`config.mk`:
```
export PLATFORM = sky130hd
export DESIGN_NAME = button_event
export DESIGN_NICKNAME = d
export VERILOG_FILES = /design/src/rtl/button_event.sv
export SDC_FILE = /design/constraint.sdc
export NUM_CORES = 1
export LEC_CHECK = 0
export CAP_MARGIN = 40
export CORE_MARGIN = 3
export CORE_UTILIZATION = 30
export DETAILED_ROUTE_END_ITERATION = 6
export PLACE_DENSITY = 0.46
export SYNTH_ARGS = -nofsm -noshare
export SYNTH_HDL_FRONTEND = slang
export SYNTH_SLANG_ARGS = --single-unit
```
`constraint.sdc`:
```
create_clock -name clk -period 2.5 [get_ports clk]
set_clock_uncertainty 0.05 [all_clocks]
set_input_delay 0.25 -clock clk [delete_from_list [all_inputs] [get_ports clk]]
set_output_delay 0.25 -clock clk [all_outputs]
set_load 0.05 [all_outputs]
```
`src/rtl/button_event.sv`:
```
// Turns a debounced button level into registered single-cycle press, release,
// tap, long-press and auto-repeat pulses, plus a held level.
module button_event #(
    parameter int LONG_CYCLES   = 50_000_000,
    parameter int REPEAT_CYCLES = 10_000_000,
    parameter int CNT_W         = 26
) (
    input  logic clk,
    input  logic rst,
    input  logic in,
    input  logic rpt_en,
    output logic press,
    output logic release_evt,
    output logic tap,
    output logic long_press,
    output logic repeat_evt,
    output logic held
);

    localparam logic [1:0] WAIT_LOW = 2'd0;
    localparam logic [1:0] IDLE     = 2'd1;
    localparam logic [1:0] HELD     = 2'd2;
    localparam logic [1:0] LONG     = 2'd3;

    localparam logic [CNT_W-1:0] LONG_LAST   = CNT_W'(LONG_CYCLES);
    localparam logic [CNT_W-1:0] REPEAT_LAST = CNT_W'(REPEAT_CYCLES);
    localparam logic [CNT_W-1:0] CNT_ZERO    = CNT_W'(0);
    localparam logic [CNT_W-1:0] CNT_ONE     = CNT_W'(1);

    logic [1:0]       state_r;
    logic [1:0]       state_nxt_s;
    logic [CNT_W-1:0] cnt_r;
    logic [CNT_W-1:0] cnt_nxt_s;
    logic [CNT_W-1:0] cnt_inc_s;
    logic             press_r, release_r, tap_r, long_r, repeat_r, held_r;
    logic             press_nxt_s, release_nxt_s, tap_nxt_s;
    logic             long_nxt_s, repeat_nxt_s, held_nxt_s;

    assign cnt_inc_s = cnt_r + CNT_ONE;

    // Next-state, counter and pulse decode; a low sample always wins over thresholds.
    always_comb begin
        state_nxt_s   = state_r;
        cnt_nxt_s     = cnt_r;
        press_nxt_s   = 1'b0;
        release_nxt_s = 1'b0;
        tap_nxt_s     = 1'b0;
        long_nxt_s    = 1'b0;
        repeat_nxt_s  = 1'b0;
        case (state_r)
            WAIT_LOW: begin
                if (!in) begin
                    state_nxt_s = IDLE;
                end else begin
                    state_nxt_s = WAIT_LOW;
                end
            end
            IDLE: begin
                if (in) begin
                    state_nxt_s = HELD;
                    cnt_nxt_s   = CNT_ONE;
                    press_nxt_s = 1'b1;
                end else begin
                    state_nxt_s = IDLE;
                end
            end
            HELD: begin
                if (!in) begin
                    state_nxt_s   = IDLE;
                    cnt_nxt_s     = CNT_ZERO;
                    release_nxt_s = 1'b1;
                    tap_nxt_s     = 1'b1;
                end else if (cnt_inc_s == LONG_LAST) begin
                    state_nxt_s = LONG;
                    cnt_nxt_s   = CNT_ZERO;
                    long_nxt_s  = 1'b1;
                end else begin
                    cnt_nxt_s = cnt_inc_s;
                end
            end
            LONG: begin
                // The counter free-runs even with rpt_en low so cadence stays
                // locked to the long-press instant.
                if (!in) begin
                    state_nxt_s   = IDLE;
                    cnt_nxt_s     = CNT_ZERO;
                    release_nxt_s = 1'b1;
                end else if (cnt_inc_s == REPEAT_LAST) begin
                    cnt_nxt_s    = CNT_ZERO;
                    repeat_nxt_s = rpt_en;
                end else begin
                    cnt_nxt_s = cnt_inc_s;
                end
            end
            default: begin
                state_nxt_s = WAIT_LOW;
                cnt_nxt_s   = CNT_ZERO;
            end
        endcase
        held_nxt_s = (state_nxt_s == HELD) || (state_nxt_s == LONG);
    end

    // State, counter and registered outputs with synchronous reset.
    always_ff @(posedge clk) begin
        if (rst) begin
            state_r   <= WAIT_LOW;
            cnt_r     <= CNT_ZERO;
            press_r   <= 1'b0;
            release_r <= 1'b0;
            tap_r     <= 1'b0;
            long_r    <= 1'b0;
            repeat_r  <= 1'b0;
            held_r    <= 1'b0;
        end else begin
            state_r   <= state_nxt_s;
            cnt_r     <= cnt_nxt_s;
            press_r   <= press_nxt_s;
            release_r <= release_nxt_s;
            tap_r     <= tap_nxt_s;
            long_r    <= long_nxt_s;
            repeat_r  <= repeat_nxt_s;
            held_r    <= held_nxt_s;
        end
    end

    assign press       = press_r;
    assign release_evt = release_r;
    assign tap         = tap_r;
    assign long_press  = long_r;
    assign repeat_evt  = repeat_r;
    assign held        = held_r;

endmodule

```
==> summary.txt, run 1 <==
STA
  – RSZ-0062 raised after global routing: true
  – Fin worst setup slack: -0.242 ns
  – F_max: 365 MHz
  – Relative slew slack: 66.7%
  – Final period utilization: 110%
  – Final Hold Fails: 0
  – Final Max Tran Viols: 0
  – Fin Hold WS: 0.468 ns
  – Final Setup Violations: 23
  – Actual slew at the worst max-slew pin: 0.498 ns
  – Fin crit period: 2.74 ns

Critical path
  – Worst-path cell chain: nand2_4 -> or4_4 -> buf_6 -> nor4_4 -> nor4_2 -> and4_4 -> o21ai_4 -> buf_6 -> nand2_8 -> o31ai_2
  – Startpoint types: register
  – Max incr delay on CP: 0.62 ns
  – Reg2Reg Launch Point: cnt_r[9]$_SDFFE_PP0P_
  – CP max stage cell: or4_4
  – Setup crit end kind: register
  – Crit-path most repeated cell: buf_6
  – Crit Path Max Fanout: 7
  – Critical path required time: 2.67 ns
  – Setup crit start: cnt_r[9]$_SDFFE_PP0P_
  – CP Data Arrival Time: 2.91 ns
  – Kind of critical path: register to register

Placed design
  – DP Worst Slack: -0.353 ns
  – PortBufs: 9
  – Placer Congestion: 0.865
  – Detailed placement HPWL: 5.38 mm

Finish
  – Diode count: 0
  – Most frequent cells in the layout: buf_4 (97), nand2_1 (30), nor2_1 (26), dfxtp_1 (20), nand3_1 (19)
  – Final nets: 386
  – Final-layout fill cell count: 619
  – Most common cell after layout, fill and taps aside: buf_4
  – Fraction of layout cells with a size suffix above 1: 47.6%
  – Synth-to-layout area growth: 69.3%
  – Area of the multi-input gates: 1690 um^2
  – Sequential Area: 684 um^2

Synth
  – Synth Cell Area: 2100 um^2
  – Sequential area share after synthesis: 31.5%
  – Synth Area per Inst: 7.54 um^2
  – Asr flop ratio synth: 0%
  – Cell count after synthesis: 278
  – Cell variety after synth: 60
  – FF+latch count, synth: 33
  – Yosys warning count: 0
  – Top_reg_cell synth: dfxtp_1
  – Post-synth EDFFs: 0
  – Post-Synthesis Net Count: 283

Drt
  – Routed vias: 2493
  – Avg Vias per Cell: 5.25
  – Remaining DRCs: 0
  – Final wirelength: 7.81 mm
  – Initial DRC count: 121
  – Avg WL per Cell: 16.4 um
  – Antenna viol nets, final: 0
  – DR pass1 iterations: 5

Global route
  – Largest net degree at the start of global routing: 13
  – Initial antenna violation count: 0
  – Vias in the first global route: 2387
  – Total GRT Usage: 19.9%
  – GRT overflow: 0
  – Global-route wire length before repair: 12.2 mm

Min path
  – Hold Startpoint: rpt_en
  – HP Class: input port to register

Die
  – Die area: 8030 um^2
  – Starting Density: 31.9%
  – Chip height: 89.6 um
  – Num ports: 10
  – Die W: 89.6 um
  – Row cnt: 29
  – Core area: 6570 um^2

Clocking
  – Post-CTS Hold Fix Bufs: 0
  – Root buffer cell: clkbuf_8
  – Buffers from clock root to sink, at most: 2
  – Cts bufs inserted: 5
  – CTS tree: built
  – Clock transition at path regs: 0.08 ns
  – CTS H-tree depth: 2
  – Worst skew pair latency: 0.30 ns
  – CTS sink cnt: 33

Pwr
  – Sw Ratio: 27.0%
  – Pwr/cell area: 287 nW/um^2
  – Internal power: 744 uW
  – VDD IR max: 0.000275 V
  – Total chip power: 1.02 mW
  – Comb pwr share: 6.4%
  – Switching power: 276 uW
  – Leak Pwr: 1.39 nW
  – Sequential power share: 52.0%
  – Clock Power Share: 41.6%

Run
  – Max cap viols: 0

Run status
  – Outcome: complete, but fails checks
  – Failing checks: setup timing
==> through the flow <==
step / instance area, um^2 / instances / util [%] / setup TNS, ns
floorplan: 2210 / 278 / - / -0.320
CTS: 3330 / 469 / 50.8 / -3.89
detailed placement: 2990 / 450 / 45.5 / -5.64
global placement: 2990 / 450 / 45.5 / -5.94
finish: 3550 / 475 / 54.0 / -3.18
global route: 3550 / 475 / 54.0 / -5.47
==> worst max-delay path: cells and delay by family, from the launching register on <==
kind	cells	cell delay, ns
AND/OR/NAND/NOR	6	1.35
AO/OA/AOI/OAI	2	0.52
flip-flops	1	0.39
buffers and inverters	2	0.33
==> layout make-up <==
cell class	count	share of cell area, %
clock buffer	5	1.94
clock inverter	3	0.493
inverter	4	0.423
multi-input combinational	219	47.7
sequential	33	19.3
tap	93	3.28
timing repair buffer	118	26.9
==> power by group through the flow <==
stage	clock, mW	sequential [mW]	combinational [mW]
after floorplan	0	0.550	0.0255
after CTS	0.428	0.531	0.0631
after global placement	0	0.546	0.0620
final	0.424	0.531	0.0651
after detailed placement	0	0.546	0.0614
after global routing	0.450	0.531	0.0699
==> logic make-up (layout without fill, tap and decap cells) <==
group / after synthesis / count (layout) / synth area share (%)
compound gates: 58 / 58 / 19.5
xor+xnor: 9 / 9 / 3.76
fa+ha+maj: 1 / 1 / 0.597
buf+inv: 26 / 130 / 5.97
flops: 33 / 33 / 31.5
simple gates: 151 / 151 / 38.7
==> cells in the mapped netlist, types with 3 or more instances <==
cell / count / area [um^2]
dfxtp_1: 33 / 661
nand2_1: 32 / 120
nor2_1: 28 / 105
nand3_1: 20 / 100
a21oi_1: 13 / 65.1
nor3_1: 13 / 65.1
nor4_1: 12 / 75.1
buf_2: 9 / 45.0
clkbuf_1: 9 / 33.8
nand4_1: 9 / 56.3
o21ai_0: 9 / 45.0
and4_1: 6 / 52.6
xnor2_1: 6 / 52.6
a22oi_1: 4 / 30.0
inv_1: 4 / 15.0
o31ai_1: 4 / 30.0
a31oi_1: 3 / 18.8
a32oi_1: 3 / 26.3
and2_1: 3 / 18.8
and3_1: 3 / 18.8
nand3b_1: 3 / 22.5
o211ai_1: 3 / 22.5
o31a_1: 3 / 26.3
or3_1: 3 / 18.8
xor2_1: 3 / 26.3
==> worst paths after layout <==
| check | slack [ns] | cells after the start | end |
|---|---|---|---|
| worst max-delay path | -0.24 | 10 | cnt_r[23]$_SDFFE_PP0P_ |
| worst min-delay path | 0.47 | 2 | repeat_evt$_SDFF_PP0_ |
| worst max register to register | -0.24 | 10 | cnt_r[23]$_SDFFE_PP0P_ |
| worst min register to register | 0.49 | 2 | held$_SDFF_PP0_ |
==> layer usage <==
metal	vias up	GRT usage, %	share of wire (%)
met5	-	0	0
met4	0	6.90	1.7
met3	14	4.01	5.5
met2	55	29.7	45
met1	1176	28.5	47
li1	1248	-	-
==> sequential cells by signal, summed over array words and instances, names as in the netlist <==
| name | cells |
|---|---|
| release_evt | 1 |
| repeat_evt | 1 |
| tap | 1 |
| cnt_r | 26 |
| state_r | 1 |
| long_press | 1 |
| held | 1 |
| press | 1 |
==> repair_timing <==
| item | CTS | global route |
|---|---|---|
| pin swaps | 14 | 29 |
| setup endpoints to repair | 24 | 24 |
| resized for setup | 39 | 39 |
| setup buffers | 12 | 7 |
Note: power is estimated with default switching activity, not from simulation.
==> run 2: changes to the inputs <==
Settings changed: CORE_UTILIZATION 30 to 49, PLACE_DENSITY 0.46 to 0.69.
==> run 2 against run 1 <==
Compared with the run above: the run still ends with setup timing left; die area is 36% lower; core utilization rose by 30 points; worst hold slack gained 0.0038 ns; clock power is 4% lower; critical path depth down 1; setup slack got worse by 0.016 ns; via count increased by 10%; flip-flop and latch count is the same; combinational power grew 1%; routed wire length increased by 7.8%; global-route usage increased by 11 points; clock-buffer cell count unchanged; largest cell class unchanged.
==> summary.txt, run 2 (same netlist as run 1, synthesis figures left out) <==
Run
  – Max cap viols: 0 (unchanged)

Clocking
  – CTS tree: built (unchanged)
  – CTS sink cnt: 33 (unchanged)
  – Cts bufs inserted: 5 (unchanged)
  – Worst skew pair latency: 0.30 ns (about the same)
  – Root buffer cell: clkbuf_8 (unchanged)
  – Clock transition at path regs: 0.07 ns (was 0.08 ns)
  – Buffers from clock root to sink, at most: 2 (unchanged)
  – CTS H-tree depth: 2 (unchanged)

Die
  – Row cnt: 23 (was 29)
  – Die area: 5100 um^2 (was 8030 um^2)
  – Num ports: 10 (unchanged)
  – Starting Density: 51.7% (was 31.9%)
  – Chip height: 71.4 um (was 89.6 um)
  – Core area: 4060 um^2 (was 6570 um^2)
  – Die W: 71.4 um (was 89.6 um)

Finish
  – Max reg flops: 26 (unchanged)
  – Largest Register: cnt_r (unchanged)
  – Synth-to-layout area growth: 62.6% (was 69.3%)
  – Diode count: 0 (unchanged)
  – Most common cell after layout, fill and taps aside: buf_4 (unchanged)
  – Final nets: 378 (was 386)
  – Most frequent cells in the layout: buf_4 (89), nand2_1 (29), nor2_1 (27), nand3_1 (19), dfxtp_1 (19) (was buf_4 (97), nand2_1 (30), nor2_1 (26), dfxtp_1 (20), nand3_1 (19))
  – Fraction of layout cells with a size suffix above 1: 47.1% (was 47.6%)

Pwr
  – VDD IR max: 0.000331 V (was 0.000275 V)
  – Leak Pwr: 1.35 nW (was 1.39 nW)
  – Pwr/cell area: 296 nW/um^2 (was 287 nW/um^2)

Critical path
  – Critical path required time: 2.63 ns (was 2.67 ns)
  – Startpoint types: register (unchanged)
  – Critical path depth in cells: 9 (was 10)
  – Max incr delay on CP: 0.59 ns (was 0.62 ns)
  – CP Data Arrival Time: 2.89 ns (was 2.91 ns)
  – CP max stage cell: or4_4 (unchanged)
  – Worst-path cell chain: nand4_4 -> or4_4 -> o31a_1 -> nor4_2 -> and4_4 -> o21ai_4 -> buf_6 -> a32oi_1 -> nor2_1 (was nand2_4 -> or4_4 -> buf_6 -> nor4_4 -> nor4_2 -> and4_4 -> o21ai_4 -> buf_6 -> nand2_8 -> o31ai_2)
  – Worst R2R Path Depth: 9 (was 10)
  – CP bufs+invs: 1 (was 2)
  – CP delay by family, top: simple AND/OR/NAND/NOR gates (unchanged)
  – Crit Path Max Fanout: 7 (unchanged)
  – Setup crit end kind: register (unchanged)
  – Kind of critical path: register to register (unchanged)
  – Register-to-register setup slack: -0.26 ns (was -0.24 ns)

STA
  – RSZ-0062 raised after global routing: true (unchanged)
  – Fin Hold WS: 0.472 ns (was 0.468 ns)
  – Final Hold Fails: 0 (unchanged)
  – Final Setup Violations: 23 (unchanged)
  – Final Max Tran Viols: 0 (unchanged)
  – Final period utilization: 110% (about the same)
  – F_max: 363 MHz (was 365 MHz)
  – Fin crit period: 2.76 ns (was 2.74 ns)
  – Relative slew slack: 65.4% (was 66.7%)
  – Actual slew at the worst max-slew pin: 0.517 ns (was 0.498 ns)
  – Fin worst setup slack: -0.258 ns (was -0.242 ns)
  – Setup TNS Final: -4.16 ns (was -3.18 ns)

Drt
  – DR pass1 iterations: 6 (was 5)
  – Routed vias: 2750 (was 2493)
  – Remaining DRCs: 0 (unchanged)
  – Avg Vias per Cell: 6.49 (was 5.25)
  – Final wirelength: 8.43 mm (was 7.81 mm)
  – Avg WL per Cell: 19.9 um (was 16.4 um)
  – Initial DRC count: 261 (was 121)
  – Antenna viol nets, final: 0 (unchanged)

Global route
  – Initial antenna violation count: 0 (unchanged)
  – Largest net degree at the start of global routing: 17 (was 13)
  – GRT overflow: 0 (unchanged)
  – Global-route wire length before repair: 12.3 mm (was 12.2 mm)
  – Vias in the first global route: 2530 (was 2387)
  – Total GRT Usage: 31.2% (was 19.9%)

Run status
  – Outcome: complete, but fails checks (unchanged)
  – Failing checks: setup timing (unchanged)

Min path
  – HP Class: register to register (was input port to register)
  – Hold path depth: 2 (unchanged)

Placed design
  – PortBufs: 9 (unchanged)
  – Detailed placement HPWL: 5.23 mm (was 5.38 mm)
  – Placer Congestion: 0.951 (was 0.865)
run 2: cell count changes in the layout (fill, tap and decap cells not counted), moves of 2 or more:
cell,previous run,this run
buf_4,97,89
dfxtp_2,10,14
dfxtp_4,3,0
nand2_2,1,3
nor2_2,2,0
nor3_1,12,10
nor3_2,0,3
nor4_1,4,2
nor4_4,6,8
run 2: worst paths after layout:
kind	start	to
max	cnt_r[13]$_SDFFE_PP0P_	cnt_r[14]$_SDFFE_PP0P_
min	cnt_r[18]$_SDFFE_PP0P_	cnt_r[18]$_SDFFE_PP0P_
max reg2reg	cnt_r[13]$_SDFFE_PP0P_	cnt_r[14]$_SDFFE_PP0P_
min reg2reg	cnt_r[18]$_SDFFE_PP0P_	cnt_r[18]$_SDFFE_PP0P_
run 2: repair_timing:
action / CTS / global route
endpoints found under the setup margin: 24 / 24
pin swaps: 29 / 24
buffers inserted: 8 / 7
gates resized for setup: 41 / 34
hold buffers: 0 / 0
run 2: layer usage:
layer	share of wire (%)	vias up	wire length (um)	GRT usage [%]
met1	38	1289	3210	39.3
met5	0	-	0	0
li1	-	1228	-	-
met4	4.0	0	336	13.6
met2	49	195	4090	51.1
met3	9.4	38	794	6.73
run 2: final cells by class:
type / instances / area, um^2
clock buffers: 5 / 68.8
fillers: 228 / 647
flip-flops and latches: 33 / 678
well taps: 50 / 62.6
repair buffers: 110 / 893
inverters: 4 / 15.0
clock inverters: 3 / 17.5
multi-input cells: 219 / 1680
run 2: worst reg2reg max path: stages, from the launching register on:
cell,delay (ns)
dfxtp_2,0.35
nand4_4,0.15
or4_4,0.59
o31a_1,0.35
nor4_2,0.32
and4_4,0.28
o21ai_4,0.13
buf_6,0.16
a32oi_1,0.19
nor2_1,0.07
run 2: power by group:
| part | internal [mW] | switching [mW] |
|---|---|---|
| clock network | 0.192 | 0.217 |
| registers | 0.529 | 0.00437 |
| logic | 0.0254 | 0.0405 |
run 2: through the flow:
| stage | instance area, um^2 | power [mW] | std cells | utilization [%] | worst slack, ns |
|---|---|---|---|---|---|
| 6_report | 3410 | 1.01 | 424 | 84.1 | -0.258 |
| 5_1_grt | 3410 | 1.04 | 424 | 84.1 | -0.348 |
| 4_1_cts | 3250 | 1.01 | 418 | 80.0 | -0.176 |
| 3_5_place_dp | 2900 | 0.605 | 402 | 71.4 | -0.404 |
| 3_3_place_gp | 2900 | 0.604 | 402 | 71.4 | -0.358 |
| 2_1_floorplan | 2210 | 0.575 | 278 | - | -0.0479 |
==> run 3: changes to the inputs <==
Settings changed: CAP_MARGIN 40 to 20.
==> results of run 3 <==
The final DEF is identical to that of run 2; final timing and power are the same.
